File: src/rtl/flash_arb_pkg.sv
// Shared types and constants for the program-flash arbiter.
// Covers the owner tag, byte-select codes, wait-counter width and a byte-lane helper.
package flash_arb_pkg;

    typedef enum logic [1:0] {
        OWN_NONE = 2'd0,
        OWN_I    = 2'd1,
        OWN_D    = 2'd2
    } owner_e;

    localparam logic BSEL_LO = 1'b0;
    localparam logic BSEL_HI = 1'b1;

    localparam int unsigned WAIT_W = 4;

    function automatic logic [7:0] byte_sel(input logic [15:0] word, input logic sel);
        return (sel == BSEL_HI) ? word[15:8] : word[7:0];
    endfunction

endpackage

File: src/rtl/flash_arb_if.sv
// Requester-side bundle of the flash arbiter: fetch port I and byte-read port D.
// The slave modport belongs to the arbiter and the master modport to the requesters.
interface flash_arb_if #(
    parameter int unsigned FLASH_WIDTH = 10
);
    logic                   i_req;
    logic [FLASH_WIDTH-1:0] i_addr;
    logic                   i_gnt;
    logic                   i_valid;
    logic [15:0]            i_data;
    logic                   d_req;
    logic [FLASH_WIDTH:0]   d_addr;
    logic                   d_gnt;
    logic                   d_valid;
    logic [7:0]             d_data;

    modport slave (
        input  i_req, i_addr, d_req, d_addr,
        output i_gnt, i_valid, i_data, d_gnt, d_valid, d_data
    );

    modport master (
        output i_req, i_addr, d_req, d_addr,
        input  i_gnt, i_valid, i_data, d_gnt, d_valid, d_data
    );
endinterface

File: src/rtl/flash_arb_sel.sv
// Grant logic for the flash arbiter.
// Fixed I priority with a D starvation counter, or round-robin when FLASH_ARB_RR_EN is defined.
module flash_arb_sel
    import flash_arb_pkg::*;
#(
    parameter int unsigned MAX_WAIT = 4
) (
    input  logic clk,
    input  logic rst_n,
    input  logic i_req,
    input  logic d_req,
    output logic i_gnt,
    output logic d_gnt
);

`ifdef FLASH_ARB_RR_EN
    logic last_d_q;
    logic last_d_d;

    // Grant decision: on contention the port granted last loses.
    always_comb begin
        i_gnt    = 1'b0;
        d_gnt    = 1'b0;
        last_d_d = last_d_q;
        if (!rst_n) begin
            i_gnt = 1'b0;
            d_gnt = 1'b0;
        end else if (i_req && d_req) begin
            i_gnt = last_d_q;
            d_gnt = !last_d_q;
        end else begin
            i_gnt = i_req;
            d_gnt = d_req;
        end
        if (i_gnt) begin
            last_d_d = 1'b0;
        end else if (d_gnt) begin
            last_d_d = 1'b1;
        end else begin
            last_d_d = last_d_q;
        end
    end

    // Last-granted pointer; starts at D so the first contended cycle goes to I.
    always_ff @(posedge clk or negedge rst_n) begin
        if (!rst_n) begin
            last_d_q <= 1'b1;
        end else begin
            last_d_q <= last_d_d;
        end
    end
`else
    localparam logic [WAIT_W-1:0] MAX_WAIT_C = WAIT_W'(MAX_WAIT);
    localparam logic [WAIT_W-1:0] WAIT_SAT   = {WAIT_W{1'b1}};

    logic [WAIT_W-1:0] wait_q;
    logic [WAIT_W-1:0] wait_d;

    // Grant decision plus saturating count of consecutive D denials.
    always_comb begin
        i_gnt  = 1'b0;
        d_gnt  = 1'b0;
        wait_d = {WAIT_W{1'b0}};
        if (!rst_n) begin
            i_gnt = 1'b0;
            d_gnt = 1'b0;
        end else if (d_req && (wait_q >= MAX_WAIT_C)) begin
            d_gnt = 1'b1;
        end else if (i_req) begin
            i_gnt = 1'b1;
        end else begin
            d_gnt = d_req;
        end
        if (d_req && !d_gnt) begin
            wait_d = (wait_q == WAIT_SAT) ? wait_q : wait_q + 4'd1;
        end else begin
            wait_d = {WAIT_W{1'b0}};
        end
    end

    // Wait counter register.
    always_ff @(posedge clk or negedge rst_n) begin
        if (!rst_n) begin
            wait_q <= {WAIT_W{1'b0}};
        end else begin
            wait_q <= wait_d;
        end
    end
`endif

endmodule

File: src/rtl/flash_arbiter.sv
// Shares a 1-cycle-latency program flash between fetch port I and byte-read port D.
// Optional round-robin priority is selected with the FLASH_ARB_RR_EN macro.
module flash_arbiter
    import flash_arb_pkg::*;
#(
    parameter int unsigned FLASH_WIDTH = 10,
    parameter int unsigned MAX_WAIT    = 4
) (
    input  logic                   clk,
    input  logic                   rst_n,
    flash_arb_if.slave             bus,
    output logic                   mem_ce,
    output logic [FLASH_WIDTH-1:0] mem_a,
    input  logic [15:0]            mem_d
);

    logic   i_gnt_s;
    logic   d_gnt_s;
    owner_e owner_q, owner_d;
    logic   bsel_q, bsel_d;
    logic [15:0] i_hold_q, i_hold_d;
    logic [7:0]  d_hold_q, d_hold_d;

    flash_arb_sel #(
        .MAX_WAIT (MAX_WAIT)
    ) u_sel (
        .clk   (clk),
        .rst_n (rst_n),
        .i_req (bus.i_req),
        .d_req (bus.d_req),
        .i_gnt (i_gnt_s),
        .d_gnt (d_gnt_s)
    );

    assign bus.i_gnt = i_gnt_s;
    assign bus.d_gnt = d_gnt_s;
    assign mem_ce    = i_gnt_s | d_gnt_s;

    // Flash address follows whichever port holds the grant.
    always_comb begin
        mem_a = {FLASH_WIDTH{1'b0}};
        if (i_gnt_s) begin
            mem_a = bus.i_addr;
        end else if (d_gnt_s) begin
            mem_a = bus.d_addr[FLASH_WIDTH:1];
        end else begin
            mem_a = {FLASH_WIDTH{1'b0}};
        end
    end

    // Issue tag for next cycle and return-data capture for the current owner.
    // The return word is passed straight through while it arrives so data and valid coincide.
    always_comb begin
        owner_d  = OWN_NONE;
        bsel_d   = bsel_q;
        i_hold_d = i_hold_q;
        d_hold_d = d_hold_q;
        if (i_gnt_s) begin
            owner_d = OWN_I;
        end else if (d_gnt_s) begin
            owner_d = OWN_D;
            bsel_d  = bus.d_addr[0];
        end else begin
            owner_d = OWN_NONE;
        end
        case (owner_q)
            OWN_I:   i_hold_d = mem_d;
            OWN_D:   d_hold_d = byte_sel(mem_d, bsel_q);
            default: begin
                i_hold_d = i_hold_q;
                d_hold_d = d_hold_q;
            end
        endcase
    end

    // Return-path state; reset discards any access still in flight.
    always_ff @(posedge clk or negedge rst_n) begin
        if (!rst_n) begin
            owner_q  <= OWN_NONE;
            bsel_q   <= BSEL_LO;
            i_hold_q <= 16'h0000;
            d_hold_q <= 8'h00;
        end else begin
            owner_q  <= owner_d;
            bsel_q   <= bsel_d;
            i_hold_q <= i_hold_d;
            d_hold_q <= d_hold_d;
        end
    end

    assign bus.i_valid = (owner_q == OWN_I);
    assign bus.d_valid = (owner_q == OWN_D);
    assign bus.i_data  = i_hold_d;
    assign bus.d_data  = d_hold_d;

endmodule

File: src/flat_wrapper.sv
// flat-port wrapper written by rule: the top's interface ports become plain ports
module flash_arbiter_flat import flash_arb_pkg::*;
#(
    parameter int unsigned FLASH_WIDTH = 10,
    parameter int unsigned MAX_WAIT    = 4
)
  (clk, rst_n, mem_ce, mem_a, mem_d, bus_i_req, bus_i_addr, bus_d_req, bus_d_addr, bus_i_gnt, bus_i_valid, bus_i_data, bus_d_gnt, bus_d_valid, bus_d_data);
  flash_arb_if #(.FLASH_WIDTH(FLASH_WIDTH)) bus_i ();
  input  logic clk;
  input  logic rst_n;
  output logic mem_ce;
  output logic [FLASH_WIDTH-1:0] mem_a;
  input  logic [15:0] mem_d;
  input wire logic [$bits(bus_i.i_req)-1:0] bus_i_req;
  input wire logic [$bits(bus_i.i_addr)-1:0] bus_i_addr;
  input wire logic [$bits(bus_i.d_req)-1:0] bus_d_req;
  input wire logic [$bits(bus_i.d_addr)-1:0] bus_d_addr;
  output wire logic [$bits(bus_i.i_gnt)-1:0] bus_i_gnt;
  output wire logic [$bits(bus_i.i_valid)-1:0] bus_i_valid;
  output wire logic [$bits(bus_i.i_data)-1:0] bus_i_data;
  output wire logic [$bits(bus_i.d_gnt)-1:0] bus_d_gnt;
  output wire logic [$bits(bus_i.d_valid)-1:0] bus_d_valid;
  output wire logic [$bits(bus_i.d_data)-1:0] bus_d_data;
  assign bus_i.i_req = bus_i_req;
  assign bus_i.i_addr = bus_i_addr;
  assign bus_i.d_req = bus_d_req;
  assign bus_i.d_addr = bus_d_addr;
  assign bus_i_gnt = bus_i.i_gnt;
  assign bus_i_valid = bus_i.i_valid;
  assign bus_i_data = bus_i.i_data;
  assign bus_d_gnt = bus_i.d_gnt;
  assign bus_d_valid = bus_i.d_valid;
  assign bus_d_data = bus_i.d_data;
  flash_arbiter #(.FLASH_WIDTH(FLASH_WIDTH), .MAX_WAIT(MAX_WAIT)) u_core (.clk(clk), .rst_n(rst_n), .bus(bus_i), .mem_ce(mem_ce), .mem_a(mem_a), .mem_d(mem_d));
endmodule
File: config.mk
export PLATFORM = sky130hd
export DESIGN_NAME = flash_arbiter_flat
export DESIGN_NICKNAME = d
export VERILOG_FILES = /design/src/rtl/flash_arb_pkg.sv /design/src/rtl/flash_arb_if.sv /design/src/rtl/flash_arb_sel.sv /design/src/rtl/flash_arbiter.sv /design/src/flat_wrapper.sv
export SDC_FILE = /design/constraint.sdc
export NUM_CORES = 1
export LEC_CHECK = 0
export ABC_AREA = 1
export BUFFER_PORTS_ARGS = -buffer_cell sky130_fd_sc_hd__buf_4
export CAP_MARGIN = 20
export CELL_PAD_IN_SITES_DETAIL_PLACEMENT = 1
export CELL_PAD_IN_SITES_GLOBAL_PLACEMENT = 1
export CORE_AREA = 3 3 72 74
export CTS_BUF_LIST = sky130_fd_sc_hd__clkbuf_8
export CTS_CLUSTER_SIZE = 28
export DETAILED_ROUTE_END_ITERATION = 10
export DIE_AREA = 0 0 75 77
export PLACE_DENSITY = 0.8
export SYNTH_ARGS = -nofsm -noshare
export SYNTH_HDL_FRONTEND = slang
export SYNTH_SLANG_ARGS = --single-unit
File: constraint.sdc
create_clock -name clk -period 2.1 [get_ports clk]
set_clock_uncertainty 0.15 [all_clocks]
set_input_delay 0.21 -clock clk [delete_from_list [all_inputs] [get_ports clk]]
set_output_delay 0.21 -clock clk [all_outputs]
set_load 0.005 [all_outputs]
==> results_dict.tcl <==
set metrics [dict create \
    outcome "complete, no violations" \
    switching_share_pct 27.8 \
    synthToLayoutAreaGrowth_pct 49.9 \
    synth_seq_cells 31 \
    max-vdd-ir-drop_mv 0.236 \
    fillCellCount 602 \
    wire_per_inst_um 13.5 \
    cp_max_fo 17 \
    grt_max_degree 32 \
    multi_input_area_um2 638 \
    gp_congestion 0.725 \
    syn_avg_cell_area_um2 7.86 \
    rsz0062_at_grt "no" \
    cts_made_buffers 5 \
    antenna_found_initial 0 \
    clock-sinks 31 \
    cts-root-buf "clkbuf_8" \
    critPathArrivalTime_ns 1.58 \
    maxSlewViolCount 0 \
    cts.clk_slew.worst_paths_ns 0.06 \
    avgViaCountPerCell 4.62 \
    drt_wl_total_um 4540 \
    power.switching_mw 0.478 \
    die_w_um 75 \
    portBuffers 79 \
    ys_warn_count 0 \
    max_freq_ghz 0.515 \
    yosysUniqueCellTypes 19 \
    crit_path_start_kind "flop" \
    powerDensity_nw_per_um2 744 \
    ant_nets 0 \
    drt_first_iter_violations 56 \
    dp_hpwl_um 3540 \
    cts_htree_levels 2 \
    syn_area_um2 1540 \
    grt_pass1_wl_um 7480 \
    rows 25 \
    syn_inst 196 \
    drv_cap 0 \
    post-cts-setup-buffers 0 \
    via_count 1553 \
    gr-total-overflow 0 \
    clkPwrFrac_pct 29.1 \
    sequentialPowerShare_pct 43.6 \
    initial_core_util_pct 33.0 \
    r2r_start "u_core.owner_q[1]" \
    dieHeight_um 77 \
    setup_viol 0 \
    drive_above_1_share_pct 35.8 \
    tns_ns 0 \
    drc 0 \
    pwr-share-comb_pct 27.3 \
    io_pins 80 \
    min-delay-start "mem_d[1]" \
    clock_path_buffers 2 \
    fin_util_pct 49.5 \
    tightest_slew_ns 0.536 \
    synth_seq_area_share_pct 50.4 \
    antenna_cells 0 \
    grt_usage_pct 16.6 \
    grt_pass1_vias 1616 \
    dieArea_um2 5780 \
    nets 323 \
    period_minus_slack_ns 1.94 \
    regArea_um2 776 \
    cts_tree "yes" \
    finalCritPeriodShare_pct 92.4 \
    crit_required_ns 1.74 \
    dr.pass1.iters 4 \
    worstSkewPairLatency_ns 0.27 \
    synthesis.nets 238 \
    criticalPathCategory "flop to output pin" \
    endpoint_kind "output pin" \
    p_leak_nw 1.28 \
    core_um2 4660 \
    power.internal_mw 1.24 \
    hold_viol 0 \
    relSlewSlack_pct 64.3 \
    hp-class "input pin to flop" \
    cp-startpoint "u_core.owner_q[1]" \
]
==> synth_stat cells, drive strengths merged <==
master,n,area (µm²)
dfrtp,31,776
ha,1,12.5
nand2,87,349
o21ai,20,111
nor2,8,40.0
buf,6,38.8
inv,20,80.1
o211ai,8,60.1
nand3,13,65.1
clkinv,2,7.51
==> layer usage <==
layer / part of all wire, % / GRT usage (%) / vias to the layer above / wire length (µm)
met1: 43 / 21.5 / 701 / 1930
met5: 0 / 0 / - / 0
met4: 0.90 / 4.80 / 0 / 41
li1: - / - / 785 / -
met3: 9.1 / 4.85 / 5 / 415
met2: 47 / 26.5 / 62 / 2150
==> critical path, cell delays in order, from the launching register on <==
cell and delay, ns:
dfrtp_1 0.37, inv_2 0.16, nand2_4 0.11, buf_4 0.21, o21ai_0 0.28, buf_4 0.17
==> logic make-up (layout without fill, tap and decap cells) <==
kind of cell | Yosys count | count (layout) | share of synthesized area [%]
and+or+nand+nor | 108 | 108 | 29.5
DFF | 31 | 31 | 50.4
AOI/OAI and AO/OA | 28 | 28 | 11.1
buffers and inverters | 28 | 114 | 8.21
adders and majority gates | 1 | 1 | 0.812
==> stage by stage <==
stage	area (µm²)	setup WS, ns	hold slack, ns	std cells	power, mW
global placement	2180	0.502	0.140	326	1.22
CTS	2300	0.0961	0.0184	336	1.74
floorplan	1540	0.777	-0.236	196	0.934
detailed placement	2180	0.469	0.129	326	1.23
finish	2310	0.159	0.0256	336	1.72
global route	2310	0.0210	0.0243	336	1.84
==> flip-flops by register name, summed over array words and instances, names as in the netlist <==
register	cells
u_core.owner_q	2
u_core.u_sel.wait_q	4
u_core.i_hold_q	16
u_core.d_hold_q	8
u_core.bsel_q	1
==> power by group through the flow <==
stage          registers (mW)  clock network [mW]  logic (mW)
4_1_cts                 0.749               0.513       0.480
3_3_place_gp            0.756                   0       0.465
6_report                0.749               0.499       0.470
5_1_grt                 0.760               0.548       0.530
3_5_place_dp            0.757                   0       0.475
2_1_floorplan           0.728                   0       0.206
==> area by class of cell <==
| class | instances | area share (%) |
|---|---|---|
| flip-flops and latches | 31 | 33.6 |
| multi-input cells | 137 | 27.6 |
| repair buffers | 84 | 27.5 |
| clock buffers | 7 | 4.17 |
| inverters | 22 | 3.96 |
| well taps | 54 | 2.93 |
| clock inverters | 1 | 0.163 |
==> what timing repair did <==
| action | 4_1_cts | 5_1_grt |
|---|---|---|
| gates resized for setup | 0 | 1 |
| hold endpoints to repair | 32 | 0 |
| endpoints found under the setup margin | 0 | 8 |
| hold buffers | 2 | 0 |
==> placed cells by master (no fill, tap or decap), types with 2 or more instances in the layout <==
cell type	instances
clkbuf_8	7
inv_1	18
inv_2	2
dlygate4sd3_1	2
nand2_2	3
nand3_1	13
nand2_1	82
nor2_1	6
o211ai_1	8
buf_4	82
o21ai_0	19
dfrtp_1	31
nand2_4	2
==> final timing paths <==
check | cells after the start | slack [ns] | end
min in group asynchronous | 3 | 0.39 | u_core.i_hold_q[11]
max in group asynchronous | 3 | 1.13 | u_core.i_hold_q[1]
worst min-delay path | 3 | 0.03 | u_core.i_hold_q[1]
worst max register to register | 4 | 0.70 | u_core.i_hold_q[11]
worst max-delay path | 5 | 0.16 | bus_i_data[11]
worst min register to register | 2 | 0.33 | u_core.i_hold_q[1]
(Power assumes the default switching activity.)
